$ cat config.mk
export PLATFORM = sky130hd
export DESIGN_NAME = blit_memarb
export DESIGN_NICKNAME = d
export VERILOG_FILES = /design/src/rtl/blit_pkg.sv /design/src/rtl/blit_memarb_tagpipe.sv /design/src/rtl/blit_memarb.sv
export SDC_FILE = /design/constraint.sdc
export NUM_CORES = 1
export LEC_CHECK = 0
export ABC_CLOCK_PERIOD_IN_PS = 3700
export BUFFER_PORTS_ARGS = -buffer_cell sky130_fd_sc_hd__buf_4
export CAP_MARGIN = 10
export CORE_ASPECT_RATIO = 1.2
export CORE_MARGIN = 1.5
export CORE_UTILIZATION = 45
export CTS_BUF_LIST = sky130_fd_sc_hd__clkbuf_8
export DETAILED_ROUTE_END_ITERATION = 10
export GPL_TIMING_DRIVEN = 0
export MAX_ROUTING_LAYER = met4
export PLACE_DENSITY = 0.77
export SLEW_MARGIN = 20
export SYNTH_ARGS = -nofsm -noshare
export SYNTH_HDL_FRONTEND = slang
export SYNTH_SLANG_ARGS = --single-unit
export TNS_END_PERCENT = 30
$ cat constraint.sdc
create_clock -name clk -period 3.7 [get_ports clk]
set_input_delay 0.185 -clock clk [delete_from_list [all_inputs] [get_ports clk]]
set_output_delay 0.185 -clock clk [all_outputs]
set_load 0.02 [all_outputs]
$ cat src/rtl/blit_pkg.sv
// Shared types for the blit memory arbiter: owner encoding and the in-flight tag.
// Tags carry the write flag so a write ack leaves cpu_rdata untouched.
package blit_pkg;

  typedef enum logic {
    OWN_DISP = 1'b0,
    OWN_CPU  = 1'b1
  } owner_e;

  typedef struct packed {
    logic   valid;
    owner_e owner;
    logic   wr;
  } tag_t;

  localparam tag_t TAG_IDLE = '{valid: 1'b0, owner: OWN_DISP, wr: 1'b0};

endpackage

$ cat src/rtl/blit_memarb_tagpipe.sv
// Fixed-depth tag delay line; one tag in and one tag out per cycle, DEPTH cycles apart.
// No backpressure: it always shifts. Reset flushes every stage so no stale ack can appear.
module blit_memarb_tagpipe
  import blit_pkg::*;
#(
  parameter int DEPTH = 2
) (
  input  logic clk,
  input  logic rstn,
  input  tag_t tag_in,
  output tag_t tag_out
);

  tag_t stage [DEPTH];

  always_ff @(posedge clk or negedge rstn) begin
    if (!rstn) begin
      for (int i = 0; i < DEPTH; i++) stage[i] <= TAG_IDLE;
    end else begin
      stage[0] <= tag_in;
      for (int i = 1; i < DEPTH; i++) stage[i] <= stage[i-1];
    end
  end

  assign tag_out = stage[DEPTH-1];

endmodule

$ cat src/rtl/blit_memarb.sv
// Display/CPU arbiter for a pipelined 16-bit RAM; one issue per cycle, ack at grant+2+RDLAT.
// Display requests queue one deep; the CPU holds cpu_req until its ack. Ties alternate.
module blit_memarb
  import blit_pkg::*;
#(
  parameter int RDLAT = 1,
  parameter int AW    = 18
) (
  input  logic          clk,
  input  logic          rstn,
  input  logic          disp_req,
  input  logic [AW-1:0] disp_addr,
  output logic          disp_ack,
  output logic [15:0]   disp_rdata,
  input  logic          cpu_req,
  input  logic          cpu_we,
  input  logic [1:0]    cpu_be,
  input  logic [AW-1:0] cpu_addr,
  input  logic [15:0]   cpu_wdata,
  output logic          cpu_ack,
  output logic [15:0]   cpu_rdata,
  output logic          mem_en,
  output logic [1:0]    mem_we,
  output logic [AW-2:0] mem_addr,
  output logic [15:0]   mem_wdata,
  input  logic [15:0]   mem_rdata
);

  logic          disp_pend, disp_infl, cpu_infl, cpu_ack_q, last_disp;
  logic [AW-2:0] disp_addr_q, disp_word;
  logic          disp_req_ok, disp_elig, cpu_elig, gnt_disp, gnt_cpu;
  logic          ret_disp, ret_cpu;
  tag_t          tag_in, tag_out;
  logic          unused_addr_lsb;

  assign unused_addr_lsb = disp_addr[0] ^ cpu_addr[0];

  // CPU is held off in its ack cycle and the one after, while cpu_req is still winding down.
  always_comb begin
    disp_req_ok = disp_req & ~disp_pend & ~disp_infl;
    disp_elig   = disp_pend | disp_req_ok;
    cpu_elig    = cpu_req & ~cpu_infl & ~cpu_ack & ~cpu_ack_q;
    gnt_disp    = disp_elig & (~cpu_elig | ~last_disp);
    gnt_cpu     = cpu_elig & ~gnt_disp;
    disp_word   = disp_pend ? disp_addr_q : disp_addr[AW-1:1];
    tag_in       = TAG_IDLE;
    tag_in.valid = gnt_disp | gnt_cpu;
    tag_in.owner = gnt_cpu ? OWN_CPU : OWN_DISP;
    tag_in.wr    = gnt_cpu & cpu_we;
    ret_disp    = tag_out.valid & (tag_out.owner == OWN_DISP);
    ret_cpu     = tag_out.valid & (tag_out.owner == OWN_CPU);
  end

  always_ff @(posedge clk or negedge rstn) begin
    if (!rstn) begin
      disp_pend   <= 1'b0;
      disp_addr_q <= '0;
      disp_infl   <= 1'b0;
      cpu_infl    <= 1'b0;
      cpu_ack_q   <= 1'b0;
      last_disp   <= 1'b0;
      mem_en      <= 1'b0;
      mem_we      <= 2'b00;
      mem_addr    <= '0;
      mem_wdata   <= '0;
      disp_ack    <= 1'b0;
      disp_rdata  <= '0;
      cpu_ack     <= 1'b0;
      cpu_rdata   <= '0;
    end else begin
      if (gnt_disp)         disp_pend <= 1'b0;
      else if (disp_req_ok) disp_pend <= 1'b1;
      if (disp_req_ok) disp_addr_q <= disp_addr[AW-1:1];

      if (gnt_disp)      disp_infl <= 1'b1;
      else if (ret_disp) disp_infl <= 1'b0;
      if (gnt_cpu)       cpu_infl  <= 1'b1;
      else if (ret_cpu)  cpu_infl  <= 1'b0;

      if (gnt_disp)     last_disp <= 1'b1;
      else if (gnt_cpu) last_disp <= 1'b0;

      mem_en    <= gnt_disp | gnt_cpu;
      mem_we    <= (gnt_cpu && cpu_we) ? cpu_be : 2'b00;
      mem_addr  <= gnt_cpu ? cpu_addr[AW-1:1] : disp_word;
      mem_wdata <= gnt_cpu ? cpu_wdata : 16'h0000;

      disp_ack  <= ret_disp;
      cpu_ack   <= ret_cpu;
      cpu_ack_q <= cpu_ack;
      if (ret_disp) disp_rdata <= mem_rdata;
      if (ret_cpu && !tag_out.wr) cpu_rdata <= mem_rdata;
    end
  end

  blit_memarb_tagpipe #(.DEPTH(RDLAT + 1)) u_tagpipe (
    .clk     (clk),
    .rstn    (rstn),
    .tag_in  (tag_in),
    .tag_out (tag_out)
  );

  // A second display request before the first is acked is a master bug; it is dropped.
  assert property (@(posedge clk) disable iff (!rstn) !(disp_req && (disp_pend || disp_infl)));

endmodule

==> reports/metrics.cfg <==
[detailed_routing]
drtAntennaViolNets=0
drtIter0Drc=79
via_count=2333
routed_wl_um=7280
via_per_inst=4.85
drc_errors=0
wl_per_cell_um=15.1
dr.pass1.iters=4

[flow_run]
cap_viol_max_count=0

[floorplanning]
ioPinCount=145
start_util_pct=46.2
die_h_um=103
die_area_sq_um=8830
rows=36
die_w_um=86.0
coreArea_sq_um=8060

[setup_path]
cp-startpoint=disp_pend
cp.arrival_ns=1.93
crit_fanout=10
critPathLaunchType=flip-flop
path_class=flip-flop to flip-flop
cp.required_ns=3.95
r2r_cells=4
end_kind=flip-flop
r2r_start=disp_pend

[logic_synthesis]
yosys_warnings=0
netlist_area_sq_um=3720
ys_types=21
ys_ff_latch=97
yosysTopAreaCell=dfrtp_1
yosysSeqAreaShare_pct=65.2
synth_top_area_share_pct=65.2
synthesis.nets=302
synth_area_per_cell_sq_um=16.4
syn_inst=227
synth_area_leaders=dfrtp_1 (65%), mux2_2 (22%), mux2_4 (3.6%)

[clock_network]
path_clk_slew_ns=0.09
cts_num_sinks=97
ctsResizeCount=0
cts_tree=done
clkLatencyLatePin_ns=0.35
htree_levels=3
clockBufferDepth=2
numCtsBuffers=9
cts_root_buffer=clkbuf_8

[place]
dp_hpwl_um=5310
globalplace.congestion=0.740
io_buffers=142

[finish]
seq_area_sq_um=2430
nFillCells=658
diodes=0
multiInputGateArea_sq_um=1210
layout_common_cells=buf_4 (142), dfrtp_1 (97), mux2_2 (74)
drive_above_1_share_pct=66.1
fin_nets=456
synthToLayoutAreaGrowth_pct=38.3
final_common_cell=buf_4

[timing]
finalSetupViolations=0
slew_headroom_pct=44.0
report.final.slew_viol_count=0
tightest_slew_ns=0.839
timing.hold.ws_ns=0.0282
rsz0062_at_grt=no
hold_violations=0
setup_tns_ns=0
max_freq_mhz=596
period_minus_slack_ns=1.68
finalCritPeriodShare_pct=45.3
fin_skew_ns=0.00888

[global_routing]
grt_pass1_vias=2548
antenna_found_initial=0
grt_pass1_wl_um=11700
grt_overflow=0
grt_util_all_layers_pct=18.1
grt_max_degree=98

[outcome]
status=finished clean

[power]
leakagePower_nw=2.55
peakVddDrop_mv=0.263
powerDensity_nw_per_um2=742

[worst_hold_path]
worstHoldPathCells=2
hp-class=input port to flip-flop
min_from=cpu_wdata[14]

state kept, by name (all words and copies together) (netlist names), 2 cells and up:
register	flops
disp_addr_q	17
mem_addr	17
u_tagpipe.stage	3
mem_we	2
mem_wdata	16
u_tagpipe.tag_out	3
cpu_rdata	16
disp_rdata	16
area by class of cell:
cell class	count	area share, %
buffer	10	1.26
sequential	97	47.1
timing repair buffer	143	21.0
clock inverter	6	1.75
clock buffer	10	2.67
inverter	5	0.365
tap	95	2.31
multi-input combinational	115	23.5
final timing paths:
kind	to	slack, ns
max reg2reg	disp_addr_q[9]	2.02
max	disp_addr_q[9]	2.02
min reg2reg	u_tagpipe.tag_out[1]	0.36
max in group asynchronous	mem_wdata[11]	2.67
min in group asynchronous	disp_rdata[3]	0.50
min	mem_wdata[14]	0.03
power by group:
part           internal [mW]  total [mW]  leakage, nW  switching, mW
clock                  0.401       0.755        0.113          0.354
sequential              1.44        1.61         1.18          0.175
combinational          0.761        1.45         1.26          0.690
total                   2.60        3.82         2.55           1.22
synthesized netlist by cell type (all sizes together):
master	n
a21oi	2
and2	18
and3	2
buf	9
clkbuf	1
dfrtp	97
inv	5
mux2	83
nand2	1
nand2b	2
nor2	1
nor2b	1
nor3b	1
nor4b	1
o21ai	2
o22ai	1
worst max-delay path, cell delays in order (launching register included):
cell,delay (ns)
dfrtp_1,0.37
buf_4,0.19
nor3b_4,0.45
buf_6,0.23
mux2_2,0.34
metrics by stage:
step,instances,power [mW],utilization (%),worst slack [ns],cell area (sq um)
after floorplan,227,2.49,-,2.17,3720
after global placement,464,3.06,60.9,2.00,4910
after detailed placement,464,3.11,60.9,2.00,4910
after CTS,481,3.88,63.9,1.99,5150
after global routing,481,4.05,63.9,1.92,5150
final,481,3.82,63.9,2.02,5150
logic make-up (layout without fill, tap and decap cells):
| group | after synthesis | count (layout) | synth area share [%] |
|---|---|---|---|
| buffers and inverters | 15 | 174 | 2.25 |
| AOI/OAI and AO/OA | 5 | 5 | 1.31 |
| muxes | 83 | 83 | 26.0 |
| and+or+nand+nor | 27 | 27 | 5.21 |
| DFF | 97 | 97 | 65.2 |
per-layer routing:
layer	global-route usage, %	vias to the layer above	wire length (um)
li1	-	1086	-
met1	20.4	1152	2950
met2	31.0	87	3790
met3	3.28	8	425
met4	9.18	0	122
met5	-	-	0
repair_timing:
item,in CTS,in global routing
buffers inserted,0,0
hold buffers,1,0
hold endpoints to repair,97,0
setup endpoints to repair,0,0
Note: power is estimated with default switching activity, not from simulation.
